### src/rtl/perif_uart_tx.sv
// UART transmitter peripheral: byte FIFO feeding an 8N1 serialiser (LSB first).
// The bit period comes from a run-time divisor that is latched at the start of each frame.
module perif_uart_tx #(
  parameter int p_fifo_depth_pw2 = 3
) (
  input  logic        i_clk,
  input  logic        i_rst,
  input  logic        i_en,
  input  logic        i_wr_en,
  input  logic [15:0] i_baudrate,
  input  logic [7:0]  i_data_tx,
  output logic        o_tx_full,
  output logic        o_uart_tx
);

  localparam int PW    = p_fifo_depth_pw2;
  localparam int DEPTH = 1 << PW;
  localparam logic [PW:0] DEPTH_C = {1'b1, {PW{1'b0}}};

  typedef enum logic [1:0] {IDLE, START, DATA, STOP} state_t;

  // ---------------- FIFO ----------------
  logic [7:0]    mem [DEPTH];
  logic [PW-1:0] wr_ptr, rd_ptr;
  logic [PW:0]   count, count_d;
  logic          full_q;
  logic          wr_ok, pop;

  // Writes are judged against the registered full flag, even when a pop
  // frees a slot on the same edge.
  assign wr_ok   = i_en & i_wr_en & ~full_q;
  assign count_d = count + {{PW{1'b0}}, wr_ok} - {{PW{1'b0}}, pop};

  always_ff @(posedge i_clk) begin
    if (!i_rst) begin
      wr_ptr <= '0;
      rd_ptr <= '0;
      count  <= '0;
      full_q <= 1'b0;
    end else begin
      if (wr_ok) wr_ptr <= wr_ptr + 1'b1;
      if (pop)   rd_ptr <= rd_ptr + 1'b1;
      count  <= count_d;
      full_q <= (count_d == DEPTH_C);
    end
  end

  always_ff @(posedge i_clk) begin
    if (i_rst && wr_ok) mem[wr_ptr] <= i_data_tx;
  end

  // ---------------- serialiser ----------------
  state_t      state, state_d;
  logic [15:0] cnt, cnt_d;
  logic [15:0] div_q, div_d;
  logic [2:0]  bit_idx, bit_d;
  logic [7:0]  shift, shift_d;
  logic        tx_q, tx_d;
  logic        bit_end;

  assign bit_end = (cnt == div_q - 16'd1);

  always_ff @(posedge i_clk) begin
    if (!i_rst) begin
      state   <= IDLE;
      cnt     <= '0;
      div_q   <= 16'd1;
      bit_idx <= '0;
      shift   <= '0;
      tx_q    <= 1'b1;
    end else begin
      state   <= state_d;
      cnt     <= cnt_d;
      div_q   <= div_d;
      bit_idx <= bit_d;
      shift   <= shift_d;
      tx_q    <= tx_d;
    end
  end

  // The line value is computed for the state being entered, so the pin is
  // driven straight from a flop.
  always_comb begin
    state_d = state;
    cnt_d   = cnt;
    div_d   = div_q;
    bit_d   = bit_idx;
    shift_d = shift;
    tx_d    = tx_q;
    pop     = 1'b0;
    case (state)
      IDLE: begin
        tx_d  = 1'b1;
        cnt_d = '0;
        bit_d = '0;
        if (i_en && count != '0) begin
          pop     = 1'b1;
          shift_d = mem[rd_ptr];
          div_d   = (i_baudrate == 16'd0) ? 16'd1 : i_baudrate;
          state_d = START;
          tx_d    = 1'b0;
        end
      end
      START: begin
        if (bit_end) begin
          cnt_d   = '0;
          state_d = DATA;
          tx_d    = shift[0];
        end else begin
          cnt_d = cnt + 16'd1;
        end
      end
      DATA: begin
        if (bit_end) begin
          cnt_d = '0;
          if (bit_idx == 3'd7) begin
            bit_d   = '0;
            state_d = STOP;
            tx_d    = 1'b1;
          end else begin
            bit_d   = bit_idx + 3'd1;
            shift_d = shift >> 1;
            tx_d    = shift[1];
          end
        end else begin
          cnt_d = cnt + 16'd1;
        end
      end
      STOP: begin
        tx_d = 1'b1;
        if (bit_end) begin
          cnt_d   = '0;
          state_d = IDLE;
        end else begin
          cnt_d = cnt + 16'd1;
        end
      end
      default: state_d = IDLE;
    endcase
  end

  assign o_uart_tx = tx_q;
  assign o_tx_full = full_q;

endmodule

### config.mk
export PLATFORM = sky130hd
export DESIGN_NAME = perif_uart_tx
export DESIGN_NICKNAME = d
export VERILOG_FILES = /design/src/rtl/perif_uart_tx.sv
export SDC_FILE = /design/constraint.sdc
export NUM_CORES = 1
export LEC_CHECK = 0
export ABC_AREA = 1
export CORE_AREA = 8 8 119 121
export DETAILED_ROUTE_END_ITERATION = 16
export DIE_AREA = 0 0 127 129
export PLACE_DENSITY = 0.65
export SLEW_MARGIN = 5
export SYNTH_ARGS = -nofsm -noshare
export SYNTH_HDL_FRONTEND = slang
export SYNTH_SLANG_ARGS = --single-unit
export TNS_END_PERCENT = 10
### constraint.sdc
create_clock -name i_clk -period 4.4 [get_ports i_clk]
set_input_delay 0.88 -clock i_clk [delete_from_list [all_inputs] [get_ports i_clk]]
set_output_delay 0.88 -clock i_clk [all_outputs]
set_load 0.02 [all_outputs]
# ---- Yosys cells after proc, flatten, opt, wreduce, memory -nomap -nowiden
# Memories as Yosys holds them, arrays and structs flattened. A register that Yosys moved wholly into a read port is not among the register bits.
# Index checks and enable logic that the tools add are counted.
dict set report totals {
  register_bits 57
  mem_bits_rw 64
  in_bits 28
  wordCells 72
  memories 1
}
# memory depth width read_ports rd_ports_with_merged_regs wr line_no
set memory_table {}
lappend memory_table {mem 8 8 1 1 1 23} ;# logic [7:0] mem [DEPTH];
dict set report op_classes {
  add_sub_neg 7
  n_eq_ne 12
  mux 27
  bitwise_logic 3
  reduce_logical 12
}
# cell n
set ops {}
lappend ops {{16-bit 2-to-1 mux} 2}
lappend ops {{16-bit case mux with 2 select lines} 1}
lappend ops {{8-bit 2-to-1 mux} 3}
lappend ops {{16-bit by 1-bit adder with 16-bit output, second input constant} 1}
lappend ops {{16-bit == test} 1}
lappend ops {{16-bit zero test} 1}
lappend ops {{8-bit case mux with 2 select lines} 1}
lappend ops {{16-bit by 1-bit subtractor with 16-bit output, second input constant} 1}
lappend ops {{3-bit 2-to-1 mux} 4}
lappend ops {{2-bit inequality test, second input constant} 6}
lappend ops {{2-bit 2-to-1 mux} 5}
lappend ops {{3-bit by 1-bit adder with 3-bit output, second input constant} 3}
lappend ops {{1-bit 2-to-1 mux} 8}
lappend ops {{2-bit case mux with 4 select lines} 1}
lappend ops {{3-bit case mux with 2 select lines} 1}
lappend ops {{2-bit AND reduction} 3}
lappend ops {{5-bit AND reduction} 1}
lappend ops {{4-bit by 1-bit adder with 4-bit output} 1}
lappend ops {{2-bit == test, second input constant} 2}
lappend ops {{4-bit == test, second input constant} 1}
lappend ops {{1-bit case mux with 4 select lines} 1}
lappend ops {{4-bit AND reduction} 1}
lappend ops {{4-bit nonzero test} 1}
lappend ops {{4-bit by 1-bit subtractor with 4-bit output} 1}
lappend ops {{other kinds (8)} 10}

# ---- Logic depth before layout (Yosys ltp)
# Gate-level depths: netlist (run 1).
dict set report depth {
  word_depth 6
  ltp_mapped 18
}

# ---- Worst setup path after synthesis (run 1)
# Ideal clock, no wire load.
dict set report synth_path {
  path_kind {input-to-reg}
  from {input i_en}
  to {register full_q (netlist: o_tx_full)}
  arrival_time_ns 2.594
  required_time_ns 4.284
  path_slack_ns 1.691
  stages 11
  path_cell_list {o21ai_0 > nor2_1 > clkbuf_1 > ha_1 > inv_1 > ha_1 > inv_1 > fa_1 > xnor2_1 > nor2_1 > and3_1}
}
dict set report synth_via {
  elab_chain_cells 5
  elab_cells_between_ends 8
}
# element line_no
set synth_lines {}
lappend synth_lines {{start, declared} 8} ;# input logic i_en,
lappend synth_lines {{1-bit logical AND} 96} ;# if (i_en && count != '0) begin
lappend synth_lines {{1-bit 2-to-1 mux} 96}
lappend synth_lines {{1-bit 2-to-1 mux} 91} ;# case (state)
lappend synth_lines {{via pop} 27} ;# logic wr_ok, pop;
lappend synth_lines {{4-bit by 1-bit subtractor with 4-bit output} 32} ;# assign count_d = count + {{PW{1'b0}}, wr_ok} - {{PW{1'b0}}, pop};
lappend synth_lines {{4-bit == test} 44} ;# full_q <= (count_d == DEPTH_C);
lappend synth_lines {{end signal, assigned} 44}
lappend synth_lines {{end, declared} 26} ;# logic full_q;
# The timed path passes the listed nets, and every way through them passes these cells.
# A chain may end at the register's enable or synchronous reset.

# ---- Worst setup path after layout (run 1)
dict set report layout_path {
  from {input i_en}
  to {register full_q (netlist: o_tx_full)}
}
dict set report layout_via {
  elab_chain_cells 5
  elab_cells_between_ends 8
}
# element line_no
set layout_lines {}
lappend layout_lines {{1-bit bitwise AND or 1-bit logical AND (tied branches)} {31, 96}}
lappend layout_lines {{1-bit bitwise AND or 1-bit 2-to-1 mux (tied branches)} {31, 96}}
lappend layout_lines {{4-bit by 1-bit adder with 4-bit output or 1-bit 2-to-1 mux (tied branches)} {32, 91}}
lappend layout_lines {{4-bit by 1-bit subtractor with 4-bit output (*)} 32}
lappend layout_lines {{4-bit == test (*)} 44}
# Mark *: on every way between the ends. The rest lies on a longest branch, timed or not.

==> results by group, run 1 <==
Timing
  • Slew of the pin with the lowest slew margin: 0.951 ns
  • Rel. slew slack: 36.5%
  • Period Utilization, post-route: 71.7%
  • Final setup fails: 0
  • Tmin final: 3.16 ns
  • Setup TNS: 0 ns
  • Pins Over Slew Limit: 0
  • RSZ-0062 raised after global routing: no
  • Final hold violation count: 0
  • Max Freq: 317 MHz
  • Worst hold slack: 0.438 ns
  • Final Skew: 0.0107 ns

Route
  • Wire per inst: 14.5 µm
  • DR vias: 4,681
  • DRC violations left: 0
  • Routed Antenna Nets: 0
  • Drt first-iter violations: 371
  • Via density: 5.25
  • First-pass iteration count of the detailed router: 5
  • Final wirelength: 12,900 µm

Min path
  • Worst Hold Launch: rd_ptr[2]$_SDFFE_PN0P_
  • Hold depth: 1
  • Endpoint, Worst Hold: rd_ptr[2]$_SDFFE_PN0P_
  • Worst Hold Class: reg -> reg

Placed design
  • Final HPWL DP: 9130 µm
  • I/O Buffers: 29
  • Routability cong.: 0.866

Power and ir drop
  • Pwr/cell area: 625 nW/µm²
  • Total power: 4430 µW
  • Worst vdd ir: 0.339 mV
  • Pleak: 0.00289 µW

CTS
  • CTS root buffer: clkbuf_16
  • Clock transition at path regs: 0.05 ns
  • Clk buf depth: 2
  • Post-CTS setup buffers: 0
  • CTS Buf Count: 17
  • CTS tree: built
  • Clock sinks: 124
  • Clock Latency Late Sink: 0.42 ns
  • H-tree depth: 4
  • Hold Buf Count CTS: 0
  • Post-CTS sizing: 0

Logic synthesis
  • Syn_nets: 736
  • Syn avg cell area: 8.72 µm²
  • EDFF count, synth: 64
  • Synthesized flop and latch total: 124
  • Distinct cells, synth: 44
  • Synth Instances: 692
  • Post-synth ARST share: 0%
  • Dominant synthesized flop cell: edfxtp_1
  • Sequential fraction of the synthesis area: 51.8%
  • Yosys warnings: 0
  • Netlist Area Pre-Place: 6030 µm²

Die
  • Die height: 129 µm
  • Row count: 41
  • Core box area: 12,300 µm²
  • Initial Utilization: 49.0%
  • # IOs: 30
  • Die Span X: 127 µm
  • Die ar.: 16,400 µm²

Layout
  • Area delta synth->final: 17.6%
  • Most common cell after layout, fill and taps aside: nand2_1
  • Fin nets: 773
  • Highest-count cells in the layout ignoring fill and taps: nand2_1 (123), nor2_1 (111), inv_1 (74)
  • Sequential cell area: 3120 µm²
  • Area of the multi-input gates: 2520 µm²
  • Post-route core utilization: 57.6%
  • Share of cells above drive strength 1: 11.2%
  • Filler cells: 1,065
  • Antenna cells: 0

Critical path
  • Worst r2r src: state[1]$_SDFFE_PN0P_
  • CP Max Fanout: 12
  • R2r worst-path depth: 12
  • CP Launch Type: primary input
  • Critical path class: in -> reg
  • CP required: 4.70 ns
  • Critical Path End Type: register
  • R2R Setup Slk: 1.53 ns
  • Worst R2R End: o_tx_full$_SDFF_PN0_
  • Crit path DAT: 3.46 ns

Global routing
  • Antenna violations before repair: 0
  • First-pass GRT wire length: 21,900 µm
  • Largest net degree at the start of global routing: 34
  • GRT Util Overall: 16.8%
  • GRT overflow: 0
  • Vias in the first global route: 4,515

Run
  • Max-cap violations: 0

Status
  • Outcome: finished clean
[power by group]
part / switching (µW) / total, µW / internal (µW) / leakage, µW
combinational: 987 / 1530 / 546 / 0.00153
clock: 516 / 1410 / 892 / 0.000288
sequential: 129 / 1490 / 1360 / 0.00107
total: 1630 / 4430 / 2800 / 0.00289
[critical path: stages]
cell and delay, ns:
clkdlybuf4s50_1 0.48, o21ai_0 0.15, nor2_1 0.54, ha_1 0.35, inv_1 0.05, ha_1 0.13
inv_1 0.06, fa_1 0.39, xnor2_1 0.20, nor2_1 0.06, and3_1 0.17
[kinds of logic after synthesis]
group / share of synthesized area, %
compound gates: 9.21
xor+xnor: 3.03
fa+ha+maj: 3.44
buf+inv: 6.53
flops: 51.8
simple gates: 26.0
[per-layer routing]
layer	up-vias	track usage, %	wire, µm
li1	2384	-	-
met1	2198	22.3	6320
met2	85	25.6	5850
met3	14	4.43	591
met4	0	6.23	147
met5	-	0	0
[cell type report]
type / instances / area share (%)
Clock buffer: 18 / 6.05
Clock inverter: 14 / 2.42
Inverter: 79 / 4.18
Multi-Input combinational cell: 468 / 35.5
Sequential cell: 124 / 44.0
Tap cell: 150 / 2.65
Timing Repair Buffer: 39 / 5.15
[worst max-delay path by stage]
stage / start / end / slack, ns / cells after the start
after global routing: i_en / o_tx_full$_SDFF_PN0_ / 0.97 / 12
after global placement: i_en / o_tx_full$_SDFF_PN0_ / 0.96 / 11
after floorplan: i_en / o_tx_full$_SDFF_PN0_ / 1.69 / 11
after detailed placement: i_en / o_tx_full$_SDFF_PN0_ / 0.85 / 11
final: i_en / o_tx_full$_SDFF_PN0_ / 1.24 / 11
after CTS: i_en / o_tx_full$_SDFF_PN0_ / 1.29 / 11
[state kept, by name, indices dropped and copies added (netlist names), named ones only]
signal and flops:
bit_idx 3, o_tx_full 1, wr_ptr 3, mem 64
div_q 16, rd_ptr 3, shift 8, o_uart_tx 1
state 2, cnt 16, count 4
[stage by stage]
stage / cell area [µm²] / cells / worst slack (ns)
global route: 7090 / 892 / 0.973
CTS: 7090 / 892 / 1.29
floorplan: 6030 / 692 / 1.69
global placement: 6490 / 860 / 0.961
finish: 7090 / 892 / 1.24
detailed placement: 6490 / 860 / 0.845
[synth_stat cells, types with 3 or more instances]
master	instances	share of area, %
nand2_1	123	7.7
nor2_1	111	6.9
inv_1	74	4.6
edfxtp_1	64	32
dfxtp_1	60	20
o21ai_0	55	4.6
nand3_1	27	2.2
clkbuf_1	15	0.93
ha_1	15	3.1
a21oi_1	14	1.2
nand4_1	14	1.5
o22ai_1	13	1.3
xnor2_1	10	1.5
nor3_1	9	0.75
xor2_1	9	1.3
a211oi_1	8	1.0
nor2_2	8	0.83
nand2_2	6	0.62
nor4_1	6	0.62
inv_2	5	0.31
nand3_2	5	0.83
nor2_4	4	0.75
nor3b_1	4	0.50
buf_1	3	0.19
nand2_4	3	0.56
o221ai_1	3	0.44
Power figures use the tool's default switching activity.
==> run 2, diff against run 1 <==
PLACE_DENSITY = 0.67   (was 0.65)
clock period = 2.5 ns   (was 4.4 ns; I/O delays follow)
==> run 2 against run 1 <==
  * Worst hold slack gained 0.025 ns
  * Non-clock buffer count grew 13
  * Register-to-register slack lost 1.3 ns
  * Core utilization grew 1.2 points
  * Via count shrank 0.60%
  * Wire length shrank 0.84%
  * Critical path depth grew 1
==> results by group, run 2 (synthesized netlist as in run 1, its figures left out) <==
Status
  • Outcome: finished clean

Die
  • Die Span X: 127 µm
  • Core box area: 12,300 µm²
  • Row count: 41
  • Die height: 129 µm
  • Die ar.: 16,400 µm²
  • # IOs: 30
  • Initial Utilization: 49.0%

CTS
  • CTS root buffer: clkbuf_16
  • Hold Buf Count CTS: 0
  • CTS tree: built
  • CTS Buf Count: 17
  • Clk buf depth: 2
  • H-tree depth: 4
  • Clock Latency Late Sink: 0.43 ns
  • Post-CTS sizing: 0
  • Clock transition at path regs: 0.05 ns
  • Post-CTS setup buffers: 0
  • Clock sinks: 124

Critical path
  • Critical Path End Type: register
  • Critical path class: reg -> reg
  • R2r worst-path depth: 12
  • CP Max Fanout: 3
  • CP required: 2.82 ns
  • CP Launch Type: register
  • Crit path DAT: 2.59 ns

Layout
  • Max reg flops: 64
  • Filler cells: 1,063
  • Area of the multi-input gates: 2530 µm²
  • Antenna cells: 0
  • Biggest regs: mem: 64 flops, cnt: 16 flops, div_q: 16 flops
  • Area delta synth->final: 20.0%
  • Fin nets: 786
  • Share of cells above drive strength 1: 12.7%
  • Reg with most FFs: mem
  • Most common cell after layout, fill and taps aside: nand2_1
  • Non-filler cells, final: 905
  • Sequential cell area: 3120 µm²
  • Highest-count cells in the layout ignoring fill and taps: nand2_1 (123), nor2_1 (111), inv_1 (73)

Timing
  • Final setup fails: 0
  • Post-route setup slack: 0.228 ns
  • Final Skew: 0.0211 ns
  • RSZ-0062 raised after global routing: no
  • Slew of the pin with the lowest slew margin: 0.492 ns
  • Final hold violation count: 0
  • Max Freq: 440 MHz
  • Tmin final: 2.27 ns
  • Pins Over Slew Limit: 0
  • Period Utilization, post-route: 90.9%
  • Rel. slew slack: 67.2%

Placed design
  • Final HPWL DP: 8990 µm
  • Placed cells: 873
  • Dpl ws: -0.179 ns
  • I/O Buffers: 29
  • Routability cong.: 0.906

Route
  • Via density: 5.14
  • Routed Antenna Nets: 0
  • DRC violations left: 0
  • Final wirelength: 12,800 µm
  • Wire per inst: 14.1 µm
  • DR vias: 4,653
  • First-pass iteration count of the detailed router: 6
  • Drt first-iter violations: 273

Power and ir drop
  • Total power: 8100 µW
  • Pleak: 0.00296 µW
  • Worst vdd ir: 0.587 mV
  • Pwr/cell area: 1120 nW/µm²

Global routing
  • GRT overflow: 0
  • Largest net degree at the start of global routing: 33
  • Vias in the first global route: 4,359
  • Antenna violations before repair: 0
  • GRT Util Overall: 16.1%
  • First-pass GRT wire length: 20,600 µm

Min path
  • Hold depth: 1
  • Worst Hold Class: reg -> reg

Run
  • Max-cap violations: 0
## run 2: cell types whose count changed in the layout (fill, tap and decap cells not counted), sizes merged
cell,change
clkbuf,+3
clkinv,-3
bufinv,+2
inv,-2
buf,+13
## run 2: worst max-delay path, stage by stage, from the launching register on
cell and delay (ns):
dfxtp_1 0.35, inv_1 0.08, ha_1 0.24, inv_2 0.12
nor2_1 0.07, ha_1 0.27, inv_1 0.06, ha_1 0.12
inv_1 0.05, fa_1 0.38, xnor2_1 0.19, nor2_1 0.06
and3_1 0.17
## run 2: final timing paths
path                                             end              startpoint  slack [ns]
worst min register to register              register  rd_ptr[2]$_SDFFE_PN0P_        0.46
worst max-delay path            o_tx_full$_SDFF_PN0_   state[0]$_SDFFE_PN0P_        0.23
worst max register to register  o_tx_full$_SDFF_PN0_   state[0]$_SDFFE_PN0P_        0.23
worst min-delay path                        register  rd_ptr[2]$_SDFFE_PN0P_        0.46
## run 2: routing by layer
layer / wire (µm) / GRT usage (%) / up-vias
li1: - / - / 2405
met1: 6060 / 20.7 / 2121
met2: 6010 / 25.1 / 118
met3: 626 / 4.18 / 9
met4: 113 / 6.86 / 0
met5: 0 / 0 / -
## run 2: final cells by class
type | instances | share of cell area, %
inverter | 79 | 4.10
clock buffer | 21 | 6.22
tap | 150 | 2.59
timing repair buffer | 52 | 6.40
clock inverter | 11 | 2.64
multi-input combinational | 468 | 34.9
sequential | 124 | 43.1
## run 2: stage by stage
stage	setup TNS [ns]	util, %	instance area (µm²)	hold WS [ns]
after floorplan	0	-	6030	0.413
after detailed placement	-0.322	53.5	6590	0.441
after CTS	0	58.8	7230	0.463
final	0	58.8	7240	0.463
after global routing	0	58.8	7240	0.499
after global placement	-0.153	53.5	6590	0.424
## run 2: report_power, final
part	leakage, µW	switching, µW	total, µW	internal (µW)
Sequential	0.00107	206	2600	2400
Clock	0.000305	858	2650	1790
Combinational	0.00159	1790	2850	1060
==> run 3, diff against run 2 <==
HOLD_SLACK_MARGIN = 0.03   (was not set)
PLACE_DENSITY = 0.65   (was 0.67)
SKIP_LAST_GASP = 1   (was not set)
clock period = 2.3 ns   (was 2.5 ns; I/O delays follow)
==> run 3 against run 2 <==
  * Wire length up 1.2%
  * Die area unchanged
  * Sequential share of layout area up 0.19 points
  * Core utilization down 0.23 points
  * Total power up 4.1%
  * First-iteration DRC count up 40%
  * Clock skew down 0.013 ns
  * Flip-flop and latch count unchanged
  * Clock power down 11%
  * Worst hold slack worse by 0.021 ns
  * Highest routed layer unchanged
==> results by group, run 3 (synthesized netlist as in run 1, its figures left out) <==
Power and ir drop
  • Pleak: 0.00294 µW
  • Pwr/cell area: 1170 nW/µm²
  • Design internal power: 5220 µW
  • P_sw: 3220 µW
  • Worst vdd ir: 0.729 mV
  • Seq pwr share: 33.6%
  • Switch share: 38.1%
  • Total power: 8440 µW
  • Clk pwr share: 28.0%
  • Combinational power share: 38.4%

Critical path
  • Critical Path Source: count[3]$_SDFF_PN0_
  • CP Buf/Inv Count: 3
  • R2r worst-path depth: 13
  • Worst R2R End: o_tx_full$_SDFF_PN0_
  • Crit path largest cell delay: 0.36 ns
  • R2R Setup Slk: 0.06 ns
  • CP Max Fanout: 2
  • Critical Path End Type: register
  • CP Launch Type: register
  • CP max stage cell: fa_2
  • Worst r2r src: count[3]$_SDFF_PN0_
  • Critical path depth: 13
  • Critical path's top delay family: adder cells
  • Critical path's most frequent cell: inv_1
  • CP required: 2.61 ns
  • Cells along the critical path: inv_1 > ha_4 > nand2_2 > o21ai_2 > nor2_2 > ha_1 > inv_1 > ha_2 > inv_2 > fa_2 > xnor2_2 > nor2_1 > and3_1
  • Critical path class: reg -> reg
  • Crit path DAT: 2.55 ns

Timing
  • Setup TNS: 0 ns
  • Tmin final: 2.24 ns
  • Pins Over Slew Limit: 0
  • RSZ-0062 raised after global routing: yes
  • Final hold violation count: 0
  • Final setup fails: 0
  • Rel. slew slack: 67.7%
  • Max Freq: 447 MHz
  • Post-route setup slack: 0.0604 ns
  • Period Utilization, post-route: 97.4%
  • Final Skew: 0.00817 ns
  • Slew of the pin with the lowest slew margin: 0.484 ns

Die
  • # IOs: 30
  • Die ar.: 16,400 µm²
  • Die height: 129 µm
  • Initial Utilization: 49.0%
  • Die Span X: 127 µm
  • Core box area: 12,300 µm²
  • Row count: 41

Placed design
  • Dpl ws: -0.361 ns
  • Routability cong.: 0.873
  • I/O Buffers: 29
  • Final HPWL DP: 9210 µm
  • Placed cells: 877

CTS
  • Clock transition at path regs: 0.06 ns
  • CTS root buffer: clkbuf_16
  • H-tree depth: 4
  • Clk buf depth: 2
  • CTS tree: built
  • Clock Latency Late Sink: 0.42 ns
  • CTS Buf Count: 17
  • Hold Buf Count CTS: 0
  • Clock sinks: 124

Run
  • Max-cap violations: 0

Route
  • Final wirelength: 13,000 µm
  • Routed Antenna Nets: 0
  • DR vias: 4,703
  • First-pass iteration count of the detailed router: 4
  • DRC violations left: 0
  • Via density: 5.17
  • Wire per inst: 14.2 µm
  • Drt first-iter violations: 382

Layout
  • Fin nets: 791
  • Antenna cells: 0
  • Biggest regs: mem: 64 flops, cnt: 16 flops, div_q: 16 flops
  • Max reg flops: 64
  • Reg with most FFs: mem
  • Most common cell after layout, fill and taps aside: nand2_1
  • Non-filler cells, final: 910
  • Area delta synth->final: 19.5%
  • Share of cells above drive strength 1: 15.7%
  • Post-route core utilization: 58.6%
  • Highest-count cells in the layout ignoring fill and taps: nand2_1 (122), nor2_1 (109), inv_1 (69)

Global routing
  • Antenna violations before repair: 0
  • Vias in the first global route: 4,418
  • Largest net degree at the start of global routing: 33
  • First-pass GRT wire length: 21,000 µm
  • GRT overflow: 0
  • GRT Util Overall: 16.4%

Min path
  • Worst Hold Launch: rd_ptr[2]$_SDFFE_PN0P_
  • Hold depth: 1
  • Worst Hold Class: reg -> reg

Status
  • Outcome: finished clean
run 3: how the worst max path moves through the flow:
stage / to / slack (ns)
3_3_place_gp: o_tx_full$_SDFF_PN0_ / -0.28
5_1_grt: o_tx_full$_SDFF_PN0_ / -0.03
6_report: o_tx_full$_SDFF_PN0_ / 0.06
3_5_place_dp: o_tx_full$_SDFF_PN0_ / -0.36
4_1_cts: o_tx_full$_SDFF_PN0_ / 0.003
2_1_floorplan: o_tx_full$_SDFF_PN0_ / 0.02
run 3: final cells by class:
| cell class | instances | area (µm²) |
|---|---|---|
| Clock buffer | 18 | 429 |
| Timing Repair Buffer | 57 | 503 |
| Tap cell | 150 | 188 |
| Inverter | 79 | 297 |
| Fill cell | 1068 | 5100 |
| Clock inverter | 14 | 98.8 |
| Sequential cell | 124 | 3120 |
| Multi-Input combinational cell | 468 | 2570 |
run 3: worst register-to-register path, stage by stage, from the launching register on:
cell	delay [ns]
dfxtp_1	0.29
inv_1	0.09
ha_4	0.14
nand2_2	0.05
o21ai_2	0.16
nor2_2	0.06
ha_1	0.27
inv_1	0.07
ha_2	0.16
inv_2	0.04
fa_2	0.36
xnor2_2	0.19
nor2_1	0.07
and3_1	0.17
run 3: metal layers:
layer / wire length [µm] / part of all wire [%] / vias up / track usage (%)
li1: - / - / 2414 / -
met1: 6270 / 48 / 2171 / 21.3
met2: 5870 / 45 / 94 / 24.7
met3: 550 / 4.2 / 24 / 4.05
met4: 268 / 2.1 / 0 / 9.03
met5: 0 / 0 / - / 0
run 3: per-stage QoR:
step                      hold slack [ns]  instance area [µm²]
after global routing                0.469                 7210
after floorplan                     0.413                 6040
after global placement              0.425                 6620
after CTS                           0.445                 7150
after detailed placement            0.431                 6620
final                               0.442                 7210
run 3: what timing repair did:
item,CTS,global route
endpoints found under the setup margin,0,17
setup buffers,0,1
gates resized for setup,0,19
hold endpoints to repair,0,0
run 3: power groups by stage:
| stage | combinational, µW | clock (µW) | sequential, µW |
|---|---|---|---|
| 2_1_floorplan | 2330 | 0 | 2840 |
| 3_3_place_gp | 3030 | 0 | 2860 |
| 3_5_place_dp | 3100 | 0 | 2870 |
| 4_1_cts | 3120 | 2400 | 2830 |
| 5_1_grt | 3670 | 2490 | 2870 |
| 6_report | 3240 | 2360 | 2840 |
